==> src/rtl/frac_pkg.sv <==
// -----------------------------------------------------------------------------
// frac_pkg
// Shared definitions for the Q8.24 fractional-calculus signal path. Both the
// Grunwald-Letnikov differentiator and the windowed integrator use it.
//   q8_24_t    : signed Q8.24 sample/coefficient type
//   FRAC_BITS  : number of fractional bits (24)
//   Q_ONE      : 1.0 in Q8.24
//   WIND_DEF   : default window length (taps)
//   gl_state_e : sequencing states of the differentiator
//   sat_q()    : clamp a wide signed value to the Q8.24 range
// -----------------------------------------------------------------------------
package frac_pkg;

    localparam int Q_W       = 32;
    localparam int FRAC_BITS = 24;
    localparam int WIND_DEF  = 32;
    localparam int SAT_IN_W  = 64;

    typedef logic signed [Q_W-1:0] q8_24_t;

    localparam q8_24_t Q_ONE = 32'sd16777216;

    localparam logic signed [SAT_IN_W-1:0] Q_MAX_W = 64'sd2147483647;
    localparam logic signed [SAT_IN_W-1:0] Q_MIN_W = -64'sd2147483648;

    typedef enum logic [1:0] {
        ST_IDLE = 2'd0,
        ST_MAC  = 2'd1,
        ST_DONE = 2'd2
    } gl_state_e;

    // Clamp to [-2^31, 2^31-1]; callers sign-extend their accumulator first.
    function automatic q8_24_t sat_q(input logic signed [SAT_IN_W-1:0] a);
        if (a > Q_MAX_W)
            return 32'sh7FFF_FFFF;
        else if (a < Q_MIN_W)
            return 32'sh8000_0000;
        else
            return a[Q_W-1:0];
    endfunction

endpackage

==> src/rtl/gl_coeff_rom.sv <==
// -----------------------------------------------------------------------------
// gl_coeff_rom
// Combinational Grunwald-Letnikov weight table for ALPHA = 0.5, Q8.24.
// w0 = 1.0, wk = w(k-1) * (1 - (ALPHA+1)/k), magnitudes rounded to nearest
// (ties away from zero). Table was generated offline and holds 32 taps.
// Ports:
//   i_k    in  AW  tap index
//   o_coef out 32  weight for tap i_k, Q8.24 signed
// -----------------------------------------------------------------------------
module gl_coeff_rom
    import frac_pkg::*;
#(
    parameter int AW = 5
) (
    input  logic [AW-1:0] i_k,
    output q8_24_t        o_coef
);

    logic [4:0] w_idx;

    assign w_idx = 5'(i_k);

    always_comb begin
        o_coef = '0;
        case (w_idx)
            5'd0:  o_coef = Q_ONE;
            5'd1:  o_coef = -32'sd8388608;
            5'd2:  o_coef = -32'sd2097152;
            5'd3:  o_coef = -32'sd1048576;
            5'd4:  o_coef = -32'sd655360;
            5'd5:  o_coef = -32'sd458752;
            5'd6:  o_coef = -32'sd344064;
            5'd7:  o_coef = -32'sd270336;
            5'd8:  o_coef = -32'sd219648;
            5'd9:  o_coef = -32'sd183040;
            5'd10: o_coef = -32'sd155584;
            5'd11: o_coef = -32'sd134368;
            5'd12: o_coef = -32'sd117572;
            5'd13: o_coef = -32'sd104006;
            5'd14: o_coef = -32'sd92863;
            5'd15: o_coef = -32'sd83576;
            5'd16: o_coef = -32'sd75741;
            5'd17: o_coef = -32'sd69058;
            5'd18: o_coef = -32'sd63303;
            5'd19: o_coef = -32'sd58306;
            5'd20: o_coef = -32'sd53933;
            5'd21: o_coef = -32'sd50080;
            5'd22: o_coef = -32'sd46666;
            5'd23: o_coef = -32'sd43622;
            5'd24: o_coef = -32'sd40896;
            5'd25: o_coef = -32'sd38442;
            5'd26: o_coef = -32'sd36224;
            5'd27: o_coef = -32'sd34212;
            5'd28: o_coef = -32'sd32379;
            5'd29: o_coef = -32'sd30704;
            5'd30: o_coef = -32'sd29169;
            5'd31: o_coef = -32'sd27758;
            default: o_coef = '0;
        endcase
    end

endmodule

==> src/rtl/gl_frac_diff.sv <==
// -----------------------------------------------------------------------------
// gl_frac_diff
// Grunwald-Letnikov fractional differentiator (ALPHA = 0.5), Q8.24 path.
// Each accepted sample is written to a circular window buffer, then WIND
// serial MAC cycles sum buf[wptr-k]*coef[k] (k = 0..WIND-1), then the result
// is registered onto Output with a one-cycle out_valid and an OutInd toggle.
// Accept at edge T -> out_valid at edge T+WIND+1; one sample per WIND+2 cycles.
// Optional build macro GL_FRAC_DIFF_SAT_EN: saturate Output to the Q8.24 range
// instead of wrapping the low 32 accumulator bits.
// Ports:
//   clk       in   1   rising-edge clock
//   rst       in   1   asynchronous active-low reset
//   Signal    in   DW  input sample, Q8.24 signed
//   in_valid  in   1   Signal is valid
//   in_ready  out  1   block can accept a sample (registered, low in reset)
//   Output    out  DW  derivative sample, Q8.24 signed
//   out_valid out  1   one-cycle pulse when Output updates
//   OutInd    out  1   toggles on every Output update
// -----------------------------------------------------------------------------
module gl_frac_diff
    import frac_pkg::*;
#(
    parameter int WIND  = WIND_DEF,
    parameter int DW    = 32,
    parameter int FRAC  = FRAC_BITS,
    parameter int ACC_W = 40
) (
    input  logic                 clk,
    input  logic                 rst,
    input  logic signed [DW-1:0] Signal,
    input  logic                 in_valid,
    output logic                 in_ready,
    output logic signed [DW-1:0] Output,
    output logic                 out_valid,
    output logic                 OutInd
);

    localparam int AW = $clog2(WIND);
    localparam int PW = DW + Q_W;

    gl_state_e r_state, w_state_nxt;

    logic signed [DW-1:0]    r_buf [WIND];
    logic [AW-1:0]           r_wptr;
    logic [AW-1:0]           r_k;
    logic signed [ACC_W-1:0] r_acc;
    logic                    r_in_ready;
    logic signed [DW-1:0]    r_out;
    logic                    r_out_valid;
    logic                    r_ind;

    logic                    w_accept;
    logic                    w_mac_en;
    logic                    w_done;
    logic                    w_ready_nxt;
    logic [AW-1:0]           w_wr_addr;
    logic [AW-1:0]           w_rd_addr;
    q8_24_t                  w_coef;
    logic signed [PW-1:0]    w_prod;
    logic signed [DW-1:0]    w_term;
    logic signed [DW-1:0]    w_fmt;
    logic                    w_unused;

    // ---------------- FSM: state register ----------------
    always_ff @(posedge clk or negedge rst) begin
        if (!rst) r_state <= ST_IDLE;
        else      r_state <= w_state_nxt;
    end

    // ---------------- FSM: next state ----------------
    always_comb begin
        w_state_nxt = r_state;
        case (r_state)
            ST_IDLE: if (w_accept)                   w_state_nxt = ST_MAC;
            ST_MAC:  if (r_k == AW'(WIND - 1))       w_state_nxt = ST_DONE;
            ST_DONE:                                 w_state_nxt = ST_IDLE;
            default:                                 w_state_nxt = ST_IDLE;
        endcase
    end

    // ---------------- FSM: outputs ----------------
    always_comb begin
        w_accept    = (r_state == ST_IDLE) && in_valid && r_in_ready;
        w_mac_en    = (r_state == ST_MAC);
        w_done      = (r_state == ST_DONE);
        // in_ready is registered so it stays low through reset and rises one
        // edge after release.
        w_ready_nxt = (w_state_nxt == ST_IDLE);
    end

    // ---------------- datapath ----------------
    assign w_wr_addr = r_wptr + AW'(1);
    assign w_rd_addr = r_wptr - r_k;   // modulo WIND by pointer width

    gl_coeff_rom #(.AW(AW)) u_rom (
        .i_k    (r_k),
        .o_coef (w_coef)
    );

    assign w_prod = PW'(r_buf[w_rd_addr]) * PW'(w_coef);
    // Truncate the Q16.48 product back to Q8.24 (arithmetic shift).
    assign w_term = w_prod[FRAC+DW-1:FRAC];
    assign w_unused = ^{w_prod[PW-1:FRAC+DW], w_prod[FRAC-1:0]};

`ifdef GL_FRAC_DIFF_SAT_EN
    assign w_fmt = DW'(sat_q(SAT_IN_W'(r_acc)));
`else
    assign w_fmt = r_acc[DW-1:0];
`endif

    always_ff @(posedge clk or negedge rst) begin
        if (!rst) begin
            for (int i = 0; i < WIND; i++) r_buf[i] <= '0;
            r_wptr      <= '0;
            r_k         <= '0;
            r_acc       <= '0;
            r_in_ready  <= 1'b0;
            r_out       <= '0;
            r_out_valid <= 1'b0;
            r_ind       <= 1'b0;
        end else begin
            r_in_ready  <= w_ready_nxt;
            r_out_valid <= w_done;
            if (w_accept) begin
                r_buf[w_wr_addr] <= Signal;
                r_wptr           <= w_wr_addr;
                r_acc            <= '0;
                r_k              <= '0;
            end
            if (w_mac_en) begin
                r_acc <= r_acc + ACC_W'(w_term);
                r_k   <= r_k + AW'(1);
            end
            if (w_done) begin
                r_out <= w_fmt;
                r_ind <= ~r_ind;
            end
        end
    end

    assign in_ready  = r_in_ready;
    assign Output    = r_out;
    assign out_valid = r_out_valid;
    assign OutInd    = r_ind;

endmodule

==> config.mk <==
export PLATFORM = sky130hd
export DESIGN_NAME = gl_frac_diff
export DESIGN_NICKNAME = d
export VERILOG_FILES = /design/src/rtl/frac_pkg.sv /design/src/rtl/gl_coeff_rom.sv /design/src/rtl/gl_frac_diff.sv
export SDC_FILE = /design/constraint.sdc
export NUM_CORES = 2
export LEC_CHECK = 0
export CAP_MARGIN = 0
export CORE_UTILIZATION = 50
export DETAILED_ROUTE_END_ITERATION = 12
export GPL_TIMING_DRIVEN = 1
export PLACE_DENSITY = 0.8
export SYNTH_ARGS = -nofsm -noshare
export SYNTH_HDL_FRONTEND = slang
export SYNTH_HIERARCHICAL = 1
export SYNTH_SLANG_ARGS = --single-unit
==> constraint.sdc <==
create_clock -name clk -period 12.5 [get_ports clk]
set_input_delay 2.5 -clock clk [delete_from_list [all_inputs] [get_ports clk]]
set_output_delay 2.5 -clock clk [all_outputs]
set_load 0.03 [all_outputs]
# Word level (Yosys, flattened, before mapping)
# Memory sizes are Yosys's and may differ from the RTL's.
# Cells that the tools add are included.
[totals]
regBits = 1111
rom_bits = 992
output_inout_bits = 35
wordCells = 74
memories = 1
[memory_table]
columns = ["memory", "words", "width", "read_ports", "rd_clocked_by_memory_dff", "write_ports", "line_no", "rtl"]
rows = [
  ["(name not given)", 32, 31, 1, 0, 0, "gl_coeff_rom.sv:25", "case (w_idx)"],
]
[classes]
add_sub_neg = 4
mul = 1
magnitude_cmp = 3
eq_ne = 3
n_mux = 13
n_bitwise = 3
n_reduce_logical = 6
[op_table]
columns = ["operator", "count"]
rows = [
  ["$bwmux W1024", 1],
  ["$bmux W32 S5", 1],
  ["$demux W32 S5", 1],
  ["$mux W32", 3],
  ["$mux W40", 2],
  ["$mul A32 B32 Y56", 1],
  ["$add A40 B32 Y40", 1],
  ["$ge A6 B6 Y1 const B", 2],
  ["$not A5 Y6", 2],
  ["$add A5 B1 Y5 const B", 2],
  ["$mux W5", 2],
  ["$lt A6 B1 Y1 const B", 1],
  ["$eq A5 B5 Y1 const B", 1],
  ["$sub A5 B5 Y5", 1],
  ["$logic_not A2 Y1", 2],
  ["$mux W2", 2],
  ["$pmux W2 S2", 1],
  ["$logic_and A1 B1 Y1", 3],
  ["$eq A2 B1 Y1 const B", 1],
  ["$eq A2 B2 Y1 const B", 1],
  ["$reduce_bool A2 Y1", 1],
  ["$not A1 Y1", 1],
]

# Longest topological paths before layout
[depth]
ltp_word = 8
ltp_mapped = 59

# Modules after synthesis
# The synthesis kept the hierarchy.
[by_module_without_submodules]
columns = ["mod", "instances", "cells_per_inst", "area_each_um2", "seq_area_each_um2"]
rows = [
  ["gl_frac_diff", 1, 6949, 83696.5, 27601.5],
  ["gl_coeff_rom", 1, 135, 938.4, 0.0],
]

# Worst setup path after synthesis
# No wires, ideal clock.
[synth_path]
path_type = "register to register"
from = "register r_k[0]"
to = "register r_acc[31]"
setup_ps = 129
arrival_ps = 12403
slack_ps = -32
stages_incl_launch_ff = 52
synth_period_minus_slack_ps = 12532
path_cell_list = "dfrtp_1 ha_1 fa_1 buf_2 buf_6 buf_6 buf_4 buf_4 buf_2 buf_1 mux4_2 nand2_1 nand3_1 nand3_1 o21ai_0 clkbuf_1 and2_1 fa_1 (+16 left out) o21bai_1 a21o_1 a21o_1 xor2_1 ha_1 a21oi_1 o21ai_0 a211oi_1 nand3_1 and3_1 o31a_1 a211o_1 a21oi_1 o21ai_0 a21oi_1 xor2_1 xnor2_1 o21ai_1"
[synth_between]
elab_chain_cells = 8
elab_cells_between_ends = 9
classes_between = "2 x add/sub; 1 x mul; 4 x mux; 1 x bitwise; 1 x memory"
[synth_rtl]
columns = ["element", "line_no", "rtl"]
rows = [
  ["start: declaration", "gl_frac_diff.sv:45", "logic [AW-1:0] r_k;"],
  ["start signal: assignment", "gl_frac_diff.sv:132", "r_k <= r_k + AW'(1);"],
  ["$sub A5 B5 Y5", "gl_frac_diff.sv:93", "assign w_rd_addr = r_wptr - r_k;"],
  ["$not A5 Y6 (not written as such)", "gl_frac_diff.sv:100", "assign w_prod = PW'(r_buf[w_rd_addr]) * PW'(w_coef);"],
  ["$bmux W32 S5", "gl_frac_diff.sv:100", ""],
  ["$mux W32 (not written as such) (2 in a row)", "gl_frac_diff.sv:100", ""],
  ["$mul A32 B32 Y56 (*)", "gl_frac_diff.sv:100", ""],
  ["$add A40 B32 Y40 (*)", "gl_frac_diff.sv:131", "r_acc <= r_acc + ACC_W'(w_term);"],
  ["$mux W40 (*)", "gl_frac_diff.sv:130", "if (w_mac_en) begin"],
  ["end signal: assignment", "gl_frac_diff.sv:131", ""],
  ["end: declaration", "gl_frac_diff.sv:46", "logic signed [ACC_W-1:0] r_acc;"],
]
# Every way passes the cells marked *; elsewhere a longest branch is shown, timed or not. The select of a mux whose other input is x is not followed.
# A chain may end at the register's enable or synchronous reset.

# Worst setup path in the final report
[layout_path]
from = "register r_wptr[0]"
to = "register r_acc[31]"
[layout_between]
elab_chain_cells = 8
[layout_rtl]
columns = ["element", "line_no", "rtl"]
rows = [
  ["start: declaration", "gl_frac_diff.sv:44", "logic [AW-1:0] r_wptr;"],
  ["start signal: assignment", "gl_frac_diff.sv:126", "r_wptr <= w_wr_addr;"],
  ["$sub A5 B5 Y5", "gl_frac_diff.sv:93", ""],
  ["$not A5 Y6 (not written as such)", "gl_frac_diff.sv:100", ""],
  ["$bmux W32 S5", "gl_frac_diff.sv:100", ""],
  ["$mux W32 (not written as such) (2 in a row)", "gl_frac_diff.sv:100", ""],
  ["$mul A32 B32 Y56", "gl_frac_diff.sv:100", ""],
  ["$add A40 B32 Y40", "gl_frac_diff.sv:131", ""],
  ["$mux W40", "gl_frac_diff.sv:130", ""],
]
# No other way between the ends. The select of a mux whose other input is x is not followed.

==> flow_summary.json <==
{
  "drc": 0,
  "cts_inserted_buffers": 112,
  "cpPeakStageDelay_ns": 0.85,
  "min_to": "OutInd$_DFFE_PN0P_",
  "cts.path.max_buffers": 3,
  "grt_first_pass_wirelength_um": 347000,
  "yosys.area.top_type": "dfrtp_1",
  "syn_avg_cell_area_um2": 11.9,
  "layout_commonest_cell": "dfrtp_1",
  "viasPerCell": 5.86,
  "hold_viol_final": 0,
  "endpoint_kind": "flip-flop",
  "ant_nets": 0,
  "yosys_register_bits": 1103,
  "start_kind": "flip-flop",
  "start_util_pct": 50.5,
  "async_reset_ff_share_pct": 100,
  "place_area_um2": 89800,
  "final_cell_area_um2": 94800,
  "reg2reg_slack_ns": 0.08,
  "cts_root_buffer": "clkbuf_16",
  "clk_latency_ns": 0.75,
  "synthCells": 7084,
  "cp_slowest_cell": "fa_4",
  "first_iter_violations": 4671,
  "grt_setup_unrepaired": "true",
  "skew_ns": 0.0651,
  "die_y_um": 413,
  "dp_hpwl_um": 148000,
  "layout_min_cycle_time_ns": 12.42,
  "crit_top_cell": "fa_1",
  "io_buffers": 69,
  "first_global_vias": 60200,
  "synth_edf_count": 0,
  "r2r-start": "r_wptr[0]$_DFFE_PN0P_",
  "relSlewSlack_pct": 20.7,
  "min_from": "OutInd$_DFFE_PN0P_",
  "final_net_count": 8417,
  "htree_levels": 3,
  "outcome": "finished, final reports clean",
  "worst_slew_pin_slew_ns": 1.19,
  "crit_buf_inv": 12,
  "hold_class": "flip-flop to flip-flop",
  "layout_common_cells": "dfrtp_1 (1103), mux2_2 (1056), fa_1 (968), inv_1 (909), nand2_1 (690)",
  "rr_worst_depth": 49,
  "drt-total-wl_um": 221000,
  "clk_pin_slew_ns": 0.06,
  "clkSinkCount": 1103,
  "synthDistinctLibCells": 85,
  "pin_count": 70,
  "place.gp.congestion": 0.906,
  "dr.pass1.iters": 7,
  "syn_area_um2": 84600,
  "yosysTopAreaCellShare_pct": 32.6,
  "core_um2": 168000,
  "dieArea_um2": 171000,
  "crit_arrival_ns": 13.01,
  "synth_flop_cell": "dfrtp_1",
  "ys_seq_area_share_pct": 32.6,
  "r2r_end": "r_acc[31]$_DFFE_PN0P_",
  "grt_max_degree": 185,
  "crit_fanout": 11,
  "crit_family": "adder cells",
  "synth_nets": 8331,
  "required_ns": 13.09,
  "yosys-top-cells-area": "dfrtp_1 (33%), fa_1 (23%), mux2_2 (14%)",
  "setup_viol_count_final": 0,
  "tritoncts": "built",
  "vias": 55500,
  "synthToLayoutAreaGrowth_pct": 12.0,
  "worstSetupPathType": "flip-flop to flip-flop",
  "min_path_cells": 1,
  "die_x_um": 413,
  "rows": 150,
  "fin_crit_sh_pct": 99.3,
  "antenna_found_initial": 10,
  "fmax_ghz": 0.0805,
  "drv_cap": 0,
  "drive_above_1_share_pct": 29.3,
  "gr-total-overflow": 0,
  "track_usage_pct": 26.4,
  "wl_per_cell_um": 23.4,
  "ys_warn_count": 6,
  "timing.final.max_slew_violations": 0
}
## layer usage
metal / global-route usage [%] / up-vias / part of all wire, %
li1: - / 23000 / -
met1: 34.0 / 29500 / 38
met2: 43.9 / 2403 / 49
met3: 5.04 / 534 / 8.2
met4: 10.5 / 14 / 3.9
met5: 0 / - / 0.047
## Yosys cell counts (4+ instances only)
cell type,count
a211o_1,4
a211oi_1,13
a21o_1,46
a21oi_1,74
a311oi_1,4
a31o_2,4
a31oi_1,9
and2_1,452
and3_1,15
buf_1,32
buf_2,30
buf_4,31
buf_6,11
clkbuf_1,408
dfrtp_1,1103
fa_1,984
ha_1,228
inv_1,911
mux2_2,1056
mux2i_1,4
mux4_2,269
nand2_1,700
nand2b_1,96
nand3_1,150
nand4_1,10
nor2_1,75
nor2b_1,53
nor3_1,11
o211ai_1,4
o21a_1,9
o21ai_0,90
o21ai_1,4
o21bai_1,6
o31ai_1,8
or2_2,16
or3_1,5
xnor2_1,63
xor2_1,30
## final cells by class
class / count / area [µm²]
Tap cell: 2204 / 2760
Timing Repair Buffer: 485 / 4630
Clock inverter: 50 / 827
Fill cell: 12700 / 72800
Multi-Input combinational cell: 4556 / 52400
Clock buffer: 154 / 3210
Sequential cell: 1103 / 27600
Inverter: 912 / 3420
Antenna cell: 2 / 5.00
## kinds of logic after synthesis
| group | after synthesis | synth area share (%) |
|---|---|---|
| DFF | 1103 | 32.6 |
| AOI/OAI and AO/OA | 311 | 2.37 |
| adders and majority gates | 1212 | 26.6 |
| muxes | 1332 | 21.3 |
| xor gates and xnor gates | 94 | 0.989 |
| buffers and inverters | 1425 | 6.62 |
| other | 1 | 0.00443 |
| and+or+nand+nor | 1606 | 9.42 |
## flip-flops by register name, indices dropped and copies added (netlist names)
signal / count
out_valid: 1
r_k: 5
r_buf: 1024
r_state: 2
Output: 32
r_wptr: 5
in_ready: 1
OutInd: 1
r_acc: 32
## through the flow
stage	cells	util, %	hold slack (ns)	setup WS (ns)	setup TNS (ns)
6_report	9466	56.6	0.476	0.0829	0
5_1_grt	9466	56.6	0.491	-0.245	-0.865
4_1_cts	9434	56.1	0.479	-0.0763	-0.0763
3_5_place_dp	9228	53.6	0.467	-0.619	-1.61
3_3_place_gp	9228	53.6	0.459	-0.538	-1.10
2_1_floorplan	7084	-	0.473	0.00544	0
## worst max-delay path by stage
stage / from / end / slack, ns / depth (start not counted)
6_report: r_wptr[0]$_DFFE_PN0P_ / r_acc[31]$_DFFE_PN0P_ / 0.08 / 49
5_1_grt: r_wptr[0]$_DFFE_PN0P_ / r_acc[31]$_DFFE_PN0P_ / -0.25 / 50
4_1_cts: r_wptr[0]$_DFFE_PN0P_ / r_acc[31]$_DFFE_PN0P_ / -0.08 / 51
3_5_place_dp: r_wptr[0]$_DFFE_PN0P_ / r_acc[31]$_DFFE_PN0P_ / -0.62 / 42
3_3_place_gp: r_wptr[0]$_DFFE_PN0P_ / r_acc[31]$_DFFE_PN0P_ / -0.54 / 42
2_1_floorplan: r_k[0]$_DFFE_PN0P_ / r_acc[31]$_DFFE_PN0P_ / 0.005 / 51
## repair_timing
item                                    in CTS  in global routing
hold buffers                                 0                  0
cloned                                       1                  4
gates resized for setup                     13                116
endpoints found under the setup margin       8                 10
pin swaps                                    2                 50
buffers inserted                             1                 28
Power is not shown: default switching activity piles up to over one toggle a cycle in this logic, so the estimate is an artifact.
